### config.mk
export PLATFORM = sky130hd
export DESIGN_NAME = pwm_capture
export DESIGN_NICKNAME = d
export VERILOG_FILES = /design/src/rtl/pwm_capture.sv
export SDC_FILE = /design/constraint.sdc
export NUM_CORES = 1
export LEC_CHECK = 0
export ABC_CLOCK_PERIOD_IN_PS = 3080
export BUFFER_PORTS_ARGS = -buffer_cell sky130_fd_sc_hd__buf_2
export CORE_MARGIN = 5
export CORE_UTILIZATION = 50
export CTS_BUF_LIST = sky130_fd_sc_hd__clkbuf_4 sky130_fd_sc_hd__clkbuf_8 sky130_fd_sc_hd__clkbuf_16
export CTS_CLUSTER_DIAMETER = 200
export DETAILED_ROUTE_END_ITERATION = 8
export GPL_TIMING_DRIVEN = 0
export PLACE_DENSITY = 0.74
export SLEW_MARGIN = 20
export SYNTH_ARGS = -nofsm -noshare
export SYNTH_HDL_FRONTEND = slang
export SYNTH_SLANG_ARGS = --single-unit
### constraint.sdc
create_clock -name clk -period 3.08 [get_ports clk]
set_input_delay 0.154 -clock clk [delete_from_list [all_inputs] [get_ports clk]]
set_output_delay 0.154 -clock clk [all_outputs]
set_load 0.01 [all_outputs]
### src/rtl/pwm_capture.sv
// pwm_capture: measures period, high time and duty (tenths) of an asynchronous PWM input,
// with a sequential duty divider, overrun flagging and static-input (stuck) detection.
module pwm_capture #(
  parameter int CNT_W = 16
) (
  input  logic             clk,
  input  logic             rst,
  input  logic             pwm_in,
  input  logic             en,
  output logic [CNT_W-1:0] period_o,
  output logic [CNT_W-1:0] high_o,
  output logic [3:0]       duty_o,
  output logic             valid_o,
  output logic             busy_o,
  output logic             stuck_o,
  output logic             overrun_o
);
  localparam int AW = CNT_W + 4;
  localparam logic [1:0] IDLE = 2'd0;
  localparam logic [1:0] HIGH = 2'd1;
  localparam logic [1:0] LOW  = 2'd2;
  localparam logic [CNT_W-1:0] MAX = '1;

  logic             s1_q, s2_q, s3_q;
  logic [1:0]       state_q, state_d;
  logic [CNT_W-1:0] cnt_q, cnt_d, hi_q, hi_d;
  logic [AW-1:0]    acc_q, acc_d;
  logic [CNT_W-1:0] per_q, per_d, hs_q, hs_d;
  logic [3:0]       q_q, q_d;
  logic             run_q, run_d, fin_q, fin_d;
  logic [CNT_W-1:0] period_q, period_d, high_q, high_d;
  logic [3:0]       duty_q, duty_d;
  logic             valid_q, valid_d, stuck_q, stuck_d, ovr_q, ovr_d;
  logic             rise, fall, busy, capture, timeout;

  assign rise    = s2_q & ~s3_q;
  assign fall    = ~s2_q & s3_q;
  assign busy    = run_q | fin_q;
  assign capture = rise && state_q == LOW;
  // A rise in the same cycle as saturation wins; once stuck, no repeat events.
  assign timeout = cnt_q == MAX && !rise && !stuck_q;

  always_comb begin
    state_d  = state_q;
    cnt_d    = !en ? '0 : rise ? CNT_W'(1) : cnt_q == MAX ? cnt_q : cnt_q + CNT_W'(1);
    hi_d     = hi_q;
    acc_d    = acc_q;
    per_d    = per_q;
    hs_d     = hs_q;
    q_d      = q_q;
    run_d    = run_q;
    fin_d    = 1'b0;
    period_d = period_q;
    high_d   = high_q;
    duty_d   = duty_q;
    valid_d  = 1'b0;
    stuck_d  = stuck_q;
    ovr_d    = ovr_q;
    if (!en) begin
      state_d = IDLE;
      hi_d    = '0;
      acc_d   = '0;
      per_d   = '0;
      hs_d    = '0;
      q_d     = '0;
      run_d   = 1'b0;
    end else if (timeout) begin
      state_d  = IDLE;
      run_d    = 1'b0;
      ovr_d    = ovr_q | busy;
      period_d = '0;
      high_d   = '0;
      duty_d   = s2_q ? 4'd10 : 4'd0;
      valid_d  = 1'b1;
      stuck_d  = 1'b1;
    end else begin
      if (rise) begin
        state_d = HIGH;
        stuck_d = 1'b0;
      end else if (fall && state_q == HIGH) begin
        state_d = LOW;
        hi_d    = cnt_q;
      end
      if (capture && busy) begin
        ovr_d = 1'b1;
      end else if (capture) begin
        acc_d = AW'(hi_q) * AW'(10);
        per_d = cnt_q;
        hs_d  = hi_q;
        q_d   = '0;
        run_d = 1'b1;
      end
      // Restoring divide by repeated subtraction: q+1 cycles, result registered next edge.
      if (run_q && acc_q < AW'(per_q)) begin
        run_d    = 1'b0;
        fin_d    = 1'b1;
        period_d = per_q;
        high_d   = hs_q;
        duty_d   = q_q;
        valid_d  = 1'b1;
      end else if (run_q) begin
        acc_d = acc_q - AW'(per_q);
        q_d   = q_q + 4'd1;
      end
    end
  end

  always_ff @(posedge clk) begin
    if (rst) begin
      s1_q     <= 1'b0;
      s2_q     <= 1'b0;
      s3_q     <= 1'b0;
      state_q  <= IDLE;
      cnt_q    <= '0;
      hi_q     <= '0;
      acc_q    <= '0;
      per_q    <= '0;
      hs_q     <= '0;
      q_q      <= '0;
      run_q    <= 1'b0;
      fin_q    <= 1'b0;
      period_q <= '0;
      high_q   <= '0;
      duty_q   <= '0;
      valid_q  <= 1'b0;
      stuck_q  <= 1'b0;
      ovr_q    <= 1'b0;
    end else begin
      s1_q     <= pwm_in;
      s2_q     <= s1_q;
      s3_q     <= s2_q;
      state_q  <= state_d;
      cnt_q    <= cnt_d;
      hi_q     <= hi_d;
      acc_q    <= acc_d;
      per_q    <= per_d;
      hs_q     <= hs_d;
      q_q      <= q_d;
      run_q    <= run_d;
      fin_q    <= fin_d;
      period_q <= period_d;
      high_q   <= high_d;
      duty_q   <= duty_d;
      valid_q  <= valid_d;
      stuck_q  <= stuck_d;
      ovr_q    <= ovr_d;
    end
  end

  assign period_o  = period_q;
  assign high_o    = high_q;
  assign duty_o    = duty_q;
  assign valid_o   = valid_q;
  assign busy_o    = busy;
  assign stuck_o   = stuck_q;
  assign overrun_o = ovr_q;
endmodule

; ---- Yosys cells after proc, flatten, opt, wreduce, memory -nomap -nowiden
; Cells that the tools add are included.
[classes]
n_mul = 1
addsub = 3
div = 0
mux = 25
bitwise_logic = 10
n_eq_ne = 4
n_reduce_logical = 23
magnitude_cmp = 1
shifts = 0
[ops]
columns = operator, n
row1 = two-way mux 20 bit, 4
row2 = two-way mux 16 bit, 4
row3 = two-way mux 4 bit, 7
row4 = less-than comparator 20 x 16 -> 1 bit, 1
row5 = subtractor 20 x 16 -> 20 bit, 1
row6 = multiplier 16 x 3 -> 19 bit (second input constant), 1
row7 = adder 16 x 1 -> 16 bit (second input constant), 1
row8 = equality test 16 bit (second input constant), 1
row9 = two-way mux 1 bit, 10
row10 = AND reduction 2 bit, 4
row11 = nonzero test 2 bit, 4
row12 = OR reduction 4 bit, 2
row13 = logical AND 1 bit, 6
row14 = inverter 1 bit, 6
row15 = AND reduction 3 bit, 2
row16 = OR reduction 3 bit, 2
row17 = adder 4 x 1 -> 4 bit (second input constant), 1
row18 = AND 1 bit, 2
row19 = equality test 2 x 1 -> 1 bit (second input constant), 1
row20 = equality test 2 bit (second input constant), 1
row21 = logical NOT 1 bit, 2
row22 = inequality test 2 bit (second input constant), 1
row23 = OR 1 bit, 2
row24 = OR reduction 2 bit, 1
[totals]
reg_bits = 134
latchBits = 0
ram_bits = 0
mem_bits_ro = 0
inputBits = 4
mem_count = 0
elab_cells = 87

; ---- Logic depth before layout (Yosys ltp)
; Gate-level depths: netlist (run 1).
[depth]
depth_word = 7
depth_mapped = 14

; ---- Least setup slack after synthesis (run 1)
; No wires, ideal clock.
[synth_path]
path_kind = register -> register
start = register hi_q[5]
end = register acc_q[17]
stages_incl_launch_ff = 12
path_slack_ps = 354
setup_time_ps = 116
synth_period_minus_slack_ps = 2726
arrival_time_ps = 2610
cell_sequence = dfxtp_1 > ha_1 > ha_1 > and3_1 > a221oi_2 > a211oi_1 > o21ai_1 > a21oi_1 > and3b_1 > a2111oi_0 > o21bai_1 > and3_1
[synth_via]
elab_chain_len = 5
[synth_rtl]
columns = element, line_no
row1 = start: declaration, 26  ; logic [CNT_W-1:0] cnt_q, cnt_d, hi_q, hi_d;
row2 = start signal: assignment, 134  ; hi_q <= hi_d;
row3 = multiplier 16 x 3 -> 19 bit *, 87  ; acc_d = AW'(hi_q) * AW'(10);
row4 = two-way mux 20 bit *, 86  ; end else if (capture) begin
row5 = two-way mux 20 bit *, 84  ; if (capture && busy) begin
row6 = two-way mux 20 bit, 101  ; end else if (run_q) begin
row7 = two-way mux 20 bit *, 94  ; if (run_q && acc_q < AW'(per_q)) begin
row8 = end signal: assignment, 116  ; acc_q <= '0;
row9 = end signal: assignment, 135  ; acc_q <= acc_d;
row10 = end: declaration, 27  ; logic [AW-1:0] acc_q, acc_d;
; Mark *: on every way between the ends. The rest lies on a longest branch, timed or not.
; A chain may end at the register's enable or synchronous reset.

; ---- Final worst setup path (run 1)
[layout_path]
start = register hi_q[4]
end = register acc_q[17]
; Same word-level chain as after synthesis.

==> impl_results.md, run 1 <==
- Post-Route WL: 18.7 mm
- Fin crit share: between 90% and 100%
- Final Skew: 0.00595 ns
- Num CTS Buffers: 17
- Skew-Pair Late Insertion Delay: 0.42 ns
- FF+latch count, synth: between 100 and 150
- Maximum VDD drop: 0.499 mV
- Max frequency: 0.330 GHz
- Port bufs: 42
- Sequential area share after synthesis: 39.8%
- Final Hold Fails: 0
- N_diodes: 0
- Final Util: 60.1%
- First-pass GRT wire length: 29.9 mm
- Fillcell total: 1191
- Hold WC Path Type: input pin to register
- Die area: 15900 um^2
- Status: completed
- Crit-path most repeated cell: ha_1
- DRC: 0
- Multi-input gate area: around 3900 um^2
- # rows: 42
- PD cells: 490 nW/um^2
- Fin Setup TNS: 0 ns
- Post-synthesis async set-or-reset flop share: 0%
- Largest cells by area after synthesis: dfxtp_1 40%, nand2_1 9.0%, ha_1 8.5%, a21oi_1 7.8%, nand3_1 3.3%
- Crit-path max FO: 5
- Final ANT Viol Nets: 0
- Register area: roughly 2700 um^2
- Post-synth EDFFs: 0
- Yosys synthesis warning count: 0
- Final min period: 3.03 ns
- Most used flip-flop cell after synthesis: dfxtp_1
- Drt first-iter violations: 532
- Synthesized area per cell: 8.15 um^2
- Vias in the first global route: 5749
- Post-synth top area cell: dfxtp_1
- Layout cells sized above 1: approximately 15%
- Starting Density: 50.9%
- # IOs: between 40 and 50
- CTS tree: yes
- Dpl hpwl: 13.5 mm
- Die W: 126 um
- Critical path class: register to register
- Leakage: between 3 and 4 nW
- Total gr overflow: 0
- Cell Area, Synth: approximately 6700 um^2
- Clock buffer depth: 2
- Crit path DAT: 3.34 ns
- Final setup violation count: 0
- Critical path's slowest cell: a2111oi_2
- Max-Cap Viols: 0
- Max-slew violations: 0
- Drt pass-1 iters: 7
- Post-synth top area share: between 30% and 40%
- Total GRT Usage: 23.6%
- Clk slew on worst S/H paths: 0.06 ns
- P&R area growth vs syn: 18.0%
- CTS H-tree lvls: 4
- Post-Syn Nets: between 800 and 900
- Synth unique cells: 69
- Core footprint: 13200 um^2
- Drt wl/cell: 17.2 um
- CP cell instances: ha_1 > ha_1 > and3_4 > a221oi_4 > a211oi_2 > o21ai_2 > a21oi_1 > and3b_1 > a2111oi_2 > o21bai_1 > and3_1
- CTS root buf: clkbuf_16
- Final Power: 3.91 mW
- Slowest stage delay, CP: between 0.4 and 0.5 ns
- Height of the die: 126 um
- CP endpoint kind: register
- GPL Wtd Cong: 0.944
- Largest net degree at the start of global routing: 17
- Cells after Synth: 828
- CP startpoint kind: register
- Critical path data required time: approximately 3.4 ns
- Count of nets after finishing: 948
- Rel. slew slack: 46.1%
- Detailed-route via count: around 6200
- Worst-margin pin slew: 0.809 ns
- Antenna violations before repair: 0
- RSZ-0062 raised after global routing: yes
- DR vias/cell: around 5.7
- CTS sink count: 134
-- cells in the final DEF (no fill, tap or decap), types with 7 or more instances in the layout --
cell type	netlist	routed
nand2_1	162	161
dfxtp_1	134	126
a21oi_1	105	105
nor2_1	57	57
buf_2	14	54
nand3_1	45	45
ha_1	46	43
clkbuf_1	27	26
inv_1	20	20
o21ai_0	22	20
nor3_1	19	18
xor2_1	18	18
clkbuf_16	0	17
xnor2_1	12	12
a21o_1	11	11
nand4_1	9	9
dfxtp_2	0	8
nand2b_1	7	7
nor2b_1	7	7
a211oi_1	9	7
a22o_1	7	7
-- final timing paths --
path / start / end / slack [ns] / depth (start not counted)
max: hi_q[4] / acc_q[17] / 0.05 / 11
min: rst / s1_q / 0.11 / 2
max reg2reg: hi_q[4] / acc_q[17] / 0.05 / 11
min reg2reg: high_o[10] / high_o[10] / 0.45 / 2
-- flip-flops by register name, summed over array words and instances (netlist names) --
register / flops
valid_o: 1
hi_q: 16
q_q: 4
per_q: 16
state_q: 2
stuck_o: 1
s1_q: 1
s2_q: 1
high_o: 16
hs_q: 16
cnt_q: 16
s3_q: 1
overrun_o: 1
run_q: 1
period_o: 16
fin_q: 1
acc_q: 20
duty_o: 4
-- synth_stat cells (12+ instances only) --
cell type / instances
clkbuf_1: 27
ha_1: 46
inv_1: 20
nor2_1: 57
nor3_1: 19
dfxtp_1: 134
xor2_1: 18
buf_2: 14
a21oi_1: 105
o21ai_0: 22
nand2_1: 162
nand3_1: 45
xnor2_1: 12
-- area by class of cell --
cell class / instances / share of cell area, %
Multi-Input combinational cell: 628 / 48.6
Tap cell: 176 / 2.77
Clock buffer: 20 / 5.86
Buffer: 46 / 2.75
Inverter: 20 / 0.943
Timing Repair Buffer: 49 / 3.36
Sequential cell: 134 / 33.8
Clock inverter: 12 / 1.90
-- critical path: cells and delay by family (launching register included) --
| kind | cells | cell delay (ns) |
|---|---|---|
| AO/OA/AOI/OAI | 6 | 1.32 |
| AND/OR/NAND/NOR | 3 | 0.57 |
| adder cells (fa/ha/maj) | 2 | 0.67 |
| flip-flops | 1 | 0.35 |
-- logic make-up (layout without fill, tap and decap cells) --
group | Yosys count | after routing | share of synthesized area, %
simple gates | 333 | 333 | 22.2
fa+ha+maj | 48 | 48 | 9.13
buf+inv | 66 | 147 | 4.27
flops | 134 | 134 | 39.8
mux | 4 | 4 | 0.612
compound gates | 213 | 213 | 20.2
xor+xnor | 30 | 30 | 3.90
-- stage by stage --
| stage | hold WS (ns) | cells | worst slack, ns | area, um^2 |
|---|---|---|---|---|
| CTS | 0.104 | 1081 | -0.0564 | 7850 |
| finish | 0.108 | 1085 | 0.0541 | 7960 |
| global placement | 0.367 | 1046 | -0.176 | 7180 |
| global route | 0.130 | 1085 | -0.0372 | 7960 |
| detailed placement | 0.374 | 1046 | -0.207 | 7180 |
| floorplan | 0.251 | 828 | 0.354 | 6750 |
-- layer usage --
layer,vias to the layer above,wire [um],global-route usage (%)
met4,0,377,8.08
met3,30,1270,5.97
met2,207,8570,36.6
met1,2891,8430,32.1
li1,3043,-,-
met5,-,0,0
-- report_power, final --
part	internal, mW	total, mW	leakage, nW	switching, mW
logic	0.0138	0.0622	1.74	0.0484
registers	1.74	1.74	1.08	0.00312
clock network	1.33	2.10	0.290	0.772
-- repair_timing --
action | in CTS | in global routing
hold endpoints to repair | 2 | 0
pin swaps | 1 | 6
endpoints found under the setup margin | 48 | 69
hold buffers | 2 | 0
gates resized for setup | 7 | 24
setup buffers | 1 | 4
cloned | 0 | 0
Power figures use the tool's default switching activity.
==> run 2: changes to the inputs <==
--- a/config.mk
+++ b/config.mk
@@ -7,13 +7,14 @@
 export LEC_CHECK = 0
 export ABC_CLOCK_PERIOD_IN_PS = 3080
 export BUFFER_PORTS_ARGS = -buffer_cell sky130_fd_sc_hd__buf_2
+export CORE_ASPECT_RATIO = 0.5
 export CORE_MARGIN = 5
 export CORE_UTILIZATION = 50
 export CTS_BUF_LIST = sky130_fd_sc_hd__clkbuf_4 sky130_fd_sc_hd__clkbuf_8 sky130_fd_sc_hd__clkbuf_16
 export CTS_CLUSTER_DIAMETER = 200
 export DETAILED_ROUTE_END_ITERATION = 8
 export GPL_TIMING_DRIVEN = 0
-export PLACE_DENSITY = 0.74
+export PLACE_DENSITY = 0.68
 export SLEW_MARGIN = 20
 export SYNTH_ARGS = -nofsm -noshare
 export SYNTH_HDL_FRONTEND = slang
==> run 2 against run 1 <==
Effect of this change:
- maximum frequency is 1.1% higher
- sequential cell count is the same
- first-iteration DRC count fell by 3.6%
- utilization grew 0.39 points
- clock-buffer cell count grew 1
- register-to-register slack better by 0.03 ns
- global-route usage is 1.7 points higher
- worst hold slack worse by 0.053 ns
- critical path depth rose by 1
- clock skew rose by 0.0041 ns
==> impl_results.md, run 2 (synthesized netlist as in run 1, its figures left out) <==
- Maximum VDD drop: 0.421 mV
- Crit-path max FO: 5
- Register with the most flip-flops: acc_q
- Fillcell total: 1200
- Post-Route WL: roughly 20 mm
- First-pass GRT wire length: 31.9 mm
- CTS tree: yes
- Max reg flops: 20
- Slowest stage delay, CP: 0.39 ns
- Critical path data required time: 3.41 ns
- Hold_ws: 0.0548 ns
- Detailed-route via count: 6263
- Antenna violations before repair: 0
- Vias in the first global route: 5956
- Largest net degree at the start of global routing: 17
- Height of the die: a little over 90 um
- CP bufs+invs: 1
- Die W: approximately 170 um
- Crit-path most repeated cell: nor3_1
- # rows: 30
- Total gr overflow: 0
- Final min period: 2.99 ns
- Port bufs: 42
- Placed cells: 1046
- PD cells: 520 nW/um^2
- Logic pwr share: roughly 1.5%
- Commonest cells after routing, fill and taps aside: 161 x nand2_1, 125 x dfxtp_1, 105 x a21oi_1, 55 x nor2_1, 55 x buf_2
- Num CTS Buffers: 17
- Hold WC Path Type: input pin to register
- CTS H-tree lvls: 4
- Final Power: roughly 4.2 mW
- Worst path top cell family by delay: compound AO/OA/AOI/OAI gates
- CTS sink count: 134
- Final Skew: just over 0.01 ns
- Pre-CTS WS: -0.466 ns
- Switching share of total power: just over 20%
- GRT met3 Usage: just over 6%
- Skew-Pair Late Insertion Delay: between 0.4 and 0.5 ns
- Final setup margin: 0.0869 ns
- Crit path DAT: 3.33 ns
- Status: completed
- Max frequency: 0.334 GHz
- Final Hold Fails: 0
- Met2 usage: between 30% and 40%
- CP endpoint kind: register
- Dpl hpwl: around 14 mm
- Starting Density: 50.5%
- Fin crit share: between 90 and 100%
- Die area: roughly 16000 um^2
- Final setup violation count: 0
- CP startpoint kind: register
- Clk slew on worst S/H paths: ~0.060 ns
- CTS root buf: clkbuf_16
- Sequential power share: 41.4%
- Rel. slew slack: 35.9%
- DRC: 0
- Finished Layout Cells: 1086
- Commonest non-fill, non-tap cell in the layout: nand2_1
- N_diodes: 0
- Clock buffer depth: 2
- Drt first-iter violations: 513
- DR vias/cell: 5.77
- Leakage: about 3.2 nW
- Count of nets after finishing: 949
- Layout cells sized above 1: 15.9%
- Max-slew violations: 0
- Sw power: 0.859 mW
- Grt met1 use: 35.6%
- Int Power: 3.35 mW
- Critical path's slowest cell: or3b_1
- Drt wl/cell: between 15 and 20 um
- Core footprint: 13400 um^2
- Clock power frac: roughly 57%
- Most Crowded Layer GR: met2
- Max-Cap Viols: 0
- Worst-margin pin slew: approximately 0.95 ns
- # IOs: 44
- P&R area growth vs syn: 19.9%
- GPL Wtd Cong: 0.937
- Drt pass-1 iters: 6
- Critical path class: register to register
- Total GRT Usage: 25.2%
- CP cell instances: ha_1 > ha_4 > and3_4 > a221oi_4 > a211oi_2 > o21ai_2 > buf_4 > or3b_1 > a31o_2 > a21oi_1 > nor3_1 > nor3_1
- Final ANT Viol Nets: 0
## run 2: per-stage QoR
| stage | utilization [%] | setup TNS [ns] | instance area (um^2) |
|---|---|---|---|
| global route | 60.5 | -0.209 | 8090 |
| finish | 60.5 | 0 | 8090 |
| CTS | 59.4 | -0.0600 | 7940 |
| floorplan | - | 0 | 6750 |
| detailed placement | 53.7 | -1.81 | 7180 |
| global placement | 53.7 | -1.56 | 7180 |
## run 2: path summary, 6_finish.rpt
kind,start,endpoint,slack [ns],cells past startpoint
worst max-delay path,hi_q[5],acc_q[15],0.09,12
worst max register to register,hi_q[5],acc_q[15],0.09,12
worst min register to register,period_o[10],period_o[10],0.45,2
worst min-delay path,en,stuck_o,0.05,2
## run 2: timing repair
action | 4_1_cts | 5_1_grt
hold endpoints to repair | 1 | 0
hold buffers | 1 | 0
gates resized for setup | 10 | 32
setup endpoints to repair | 17 | 56
setup buffers | 2 | 5
pin swaps | 2 | 8
## run 2: final cells by class
class                   instances  area (um^2)  area share, %
plain buffers                  46          220           2.72
clock buffers                  21          474           5.86
clock inverters                11          218           2.69
inverters                      20         75.1          0.928
multi-input cells             628         3910           48.4
flip-flops and latches        134         2700           33.3
well taps                     176          220           2.72
repair buffers                 50          273           3.37
## run 2: worst reg2reg max path: stages, from the launching register on
cell and delay (ns):
dfxtp_2 0.36, ha_1 0.35, ha_4 0.32, and3_4 0.20, a221oi_4 0.08, a211oi_2 0.28, o21ai_2 0.13, buf_4 0.15
or3b_1 0.39, a31o_2 0.26, a21oi_1 0.14, nor3_1 0.06, nor3_1 0.18
## run 2: per-layer routing
layer	share of wire, %	wire length [um]
met5	0	0
met4	2.5	489
met3	9.7	1930
met2	42	8310
met1	46	9240
## run 2: power by group through the flow
stage	clock, mW	sequential [mW]	combinational [mW]
6_report	2.40	1.74	0.0642
5_1_grt	2.51	1.74	0.0686
4_1_cts	2.42	1.74	0.0624
3_5_place_dp	0	1.78	0.0606
3_3_place_gp	0	1.78	0.0601
2_1_floorplan	0	1.78	0.0361
==> run 3: changes to the inputs <==
--- a/config.mk
+++ b/config.mk
@@ -9,12 +9,11 @@
 export BUFFER_PORTS_ARGS = -buffer_cell sky130_fd_sc_hd__buf_2
 export CORE_ASPECT_RATIO = 0.5
 export CORE_MARGIN = 5
-export CORE_UTILIZATION = 50
+export CORE_UTILIZATION = 40
 export CTS_BUF_LIST = sky130_fd_sc_hd__clkbuf_4 sky130_fd_sc_hd__clkbuf_8 sky130_fd_sc_hd__clkbuf_16
 export CTS_CLUSTER_DIAMETER = 200
 export DETAILED_ROUTE_END_ITERATION = 8
 export GPL_TIMING_DRIVEN = 0
-export PLACE_DENSITY = 0.68
 export SLEW_MARGIN = 20
 export SYNTH_ARGS = -nofsm -noshare
 export SYNTH_HDL_FRONTEND = slang
==> run 3 against run 2 <==
Effect of this change:
- final cell count is 4.6% higher
- largest cell class unchanged
- utilization is 12 points lower
- sequential power hardly changed
- clock skew hardly changed
- combinational power is 0.6% lower
==> impl_results.md, run 3 (synthesized netlist as in run 1, its figures left out) <==
- Commonest cells after routing, fill and taps aside: 161 x nand2_1, 126 x dfxtp_1, 104 x a21oi_1, 55 x nor2_1, 54 x buf_2
- Final setup violation count: 0
- DR vias/cell: 5.36
- Die area: between 15000 and 20000 um^2
- Max-Cap Viols: 0
- Area after DPL: about 7200 um^2
- Fin Setup TNS: 0 ns
- CP startpoint kind: register
- Maximum VDD drop: 0.387 mV
- # IOs: 44
- Hold WC Path Type: input pin to register
- CTS root buf: clkbuf_16
- Dpl hpwl: 15.0 mm
- Critical path data required time: 3.39 ns
- PD cells: 469 nW/um^2
- CTS tree: yes
- Crit path DAT: between 3 and 4 ns
- Antenna violations before repair: 0
- Clock buffer depth: 2
- Num CTS Buffers: 17
- Max frequency: ~0.34 GHz
- Fillcell total: around 1600
- Count of nets after finishing: 948
- Setup crit end: acc_q[17]
- Largest net degree at the start of global routing: 17
- Post-Route WL: 20.1 mm
- Vias in the first global route: between 5000 and 6000
- Starting Density: between 40 and 50%
- Final min period: 2.96 ns
- Skew-Pair Late Insertion Delay: ~0.42 ns
- R2R Setup Slk: 0.12 ns
- Port bufs: 42
- Crit-path max FO: 5
- DRC: 0
- Max-slew violations: 0
- First-pass GRT wire length: around 32 mm
- Register with the most flip-flops: acc_q
- Drt wl/cell: 17.7 um
- Layout cells sized above 1: ~16%
- Drt pass-1 iters: 5
- R2R Path End: acc_q[17]
- Pre-CTS WS: -0.386 ns
- Rel. slew slack: between 30% and 40%
- Die W: 194 um
- R2R depth: 11
- CP endpoint kind: register
- Critical path class: register to register
- Core footprint: 16500 um^2
- CTS sink count: 134
- Leakage: 3.10 nW
- Total gr overflow: 0
- Hold_ws: 0.0587 ns
- GPL Wtd Cong: 0.956
- Max reg flops: 20
- Final setup margin: 0.116 ns
- Final Hold Fails: 0
- Clk slew on worst S/H paths: 0.06 ns
- Critical path origin: hi_q[4]
- Drt first-iter violations: 545
- Status: completed
- Worst reg2reg startpoint: hi_q[4]
- Cell area after layout: 8030 um^2
- CTS H-tree lvls: 4
- # rows: 33
- Detailed-route via count: 6093
- Commonest non-fill, non-tap cell in the layout: nand2_1
- Fin crit share: a little over nine tenths
- Total GRT Usage: approximately 20%
- Final Skew: 0.00998 ns
- Final ANT Viol Nets: 0
- P&R area growth vs syn: 19.0%
- Height of the die: a little over 100 um
- Worst-margin pin slew: 0.900 ns
- N_diodes: 0
-- run 3: repair_timing --
item                                    CTS  global route
hold buffers                              1             0
gates resized for setup                  14            26
endpoints found under the setup margin   18            51
pin swaps                                 4             8
setup buffers                             3             3
hold endpoints to repair                  1             0
-- run 3: worst min-delay path by stage --
stage,startpoint,to,depth (start not counted)
2_1_floorplan,en,stuck_o,1
3_3_place_gp,pwm_in,s1_q,2
3_5_place_dp,pwm_in,s1_q,2
4_1_cts,en,stuck_o,2
5_1_grt,en,stuck_o,2
6_report,en,stuck_o,2
-- run 3: report_power, final --
group          switching [mW]  internal [mW]
Combinational          0.0507         0.0131
Clock                   0.803           1.16
Sequential            0.00354           1.74
-- run 3: area by class of cell --
class	count	area, um^2	share of cell area, %
multi-input cells	628	3920	48.9
flip-flops and latches	134	2700	33.6
clock buffers	20	460	5.74
well taps	227	284	3.54
repair buffers	49	265	3.30
plain buffers	46	219	2.73
clock inverters	12	104	1.29
inverters	20	75.1	0.935
-- run 3: through the flow --
step / total power [mW] / utilization [%] / std cells
floorplan: 1.81 / - / 828
global placement: 1.84 / 43.9 / 1097
detailed placement: 1.84 / 43.9 / 1097
CTS: 3.79 / 47.8 / 1133
global route: 3.88 / 48.7 / 1136
finish: 3.76 / 48.7 / 1136
-- run 3: per-layer routing --
metal / wire length (um) / vias to the layer above / global-route usage, %
met5: 0 / - / 0
met4: 197 / 0 / 4.30
met3: 1310 / 22 / 4.22
met2: 8280 / 175 / 30.8
met1: 10300 / 2861 / 30.6
li1: - / 3035 / -
-- run 3: worst max-delay path: stages, from the launching register on --
cell       delay, ns
dfxtp_2         0.38
ha_1            0.37
ha_4            0.28
and3_4          0.18
a221oi_4        0.36
a211oi_2        0.15
o21ai_2         0.18
a21oi_1         0.13
and3b_1         0.22
a2111oi_4       0.35
o21bai_1        0.11
and3_1          0.16
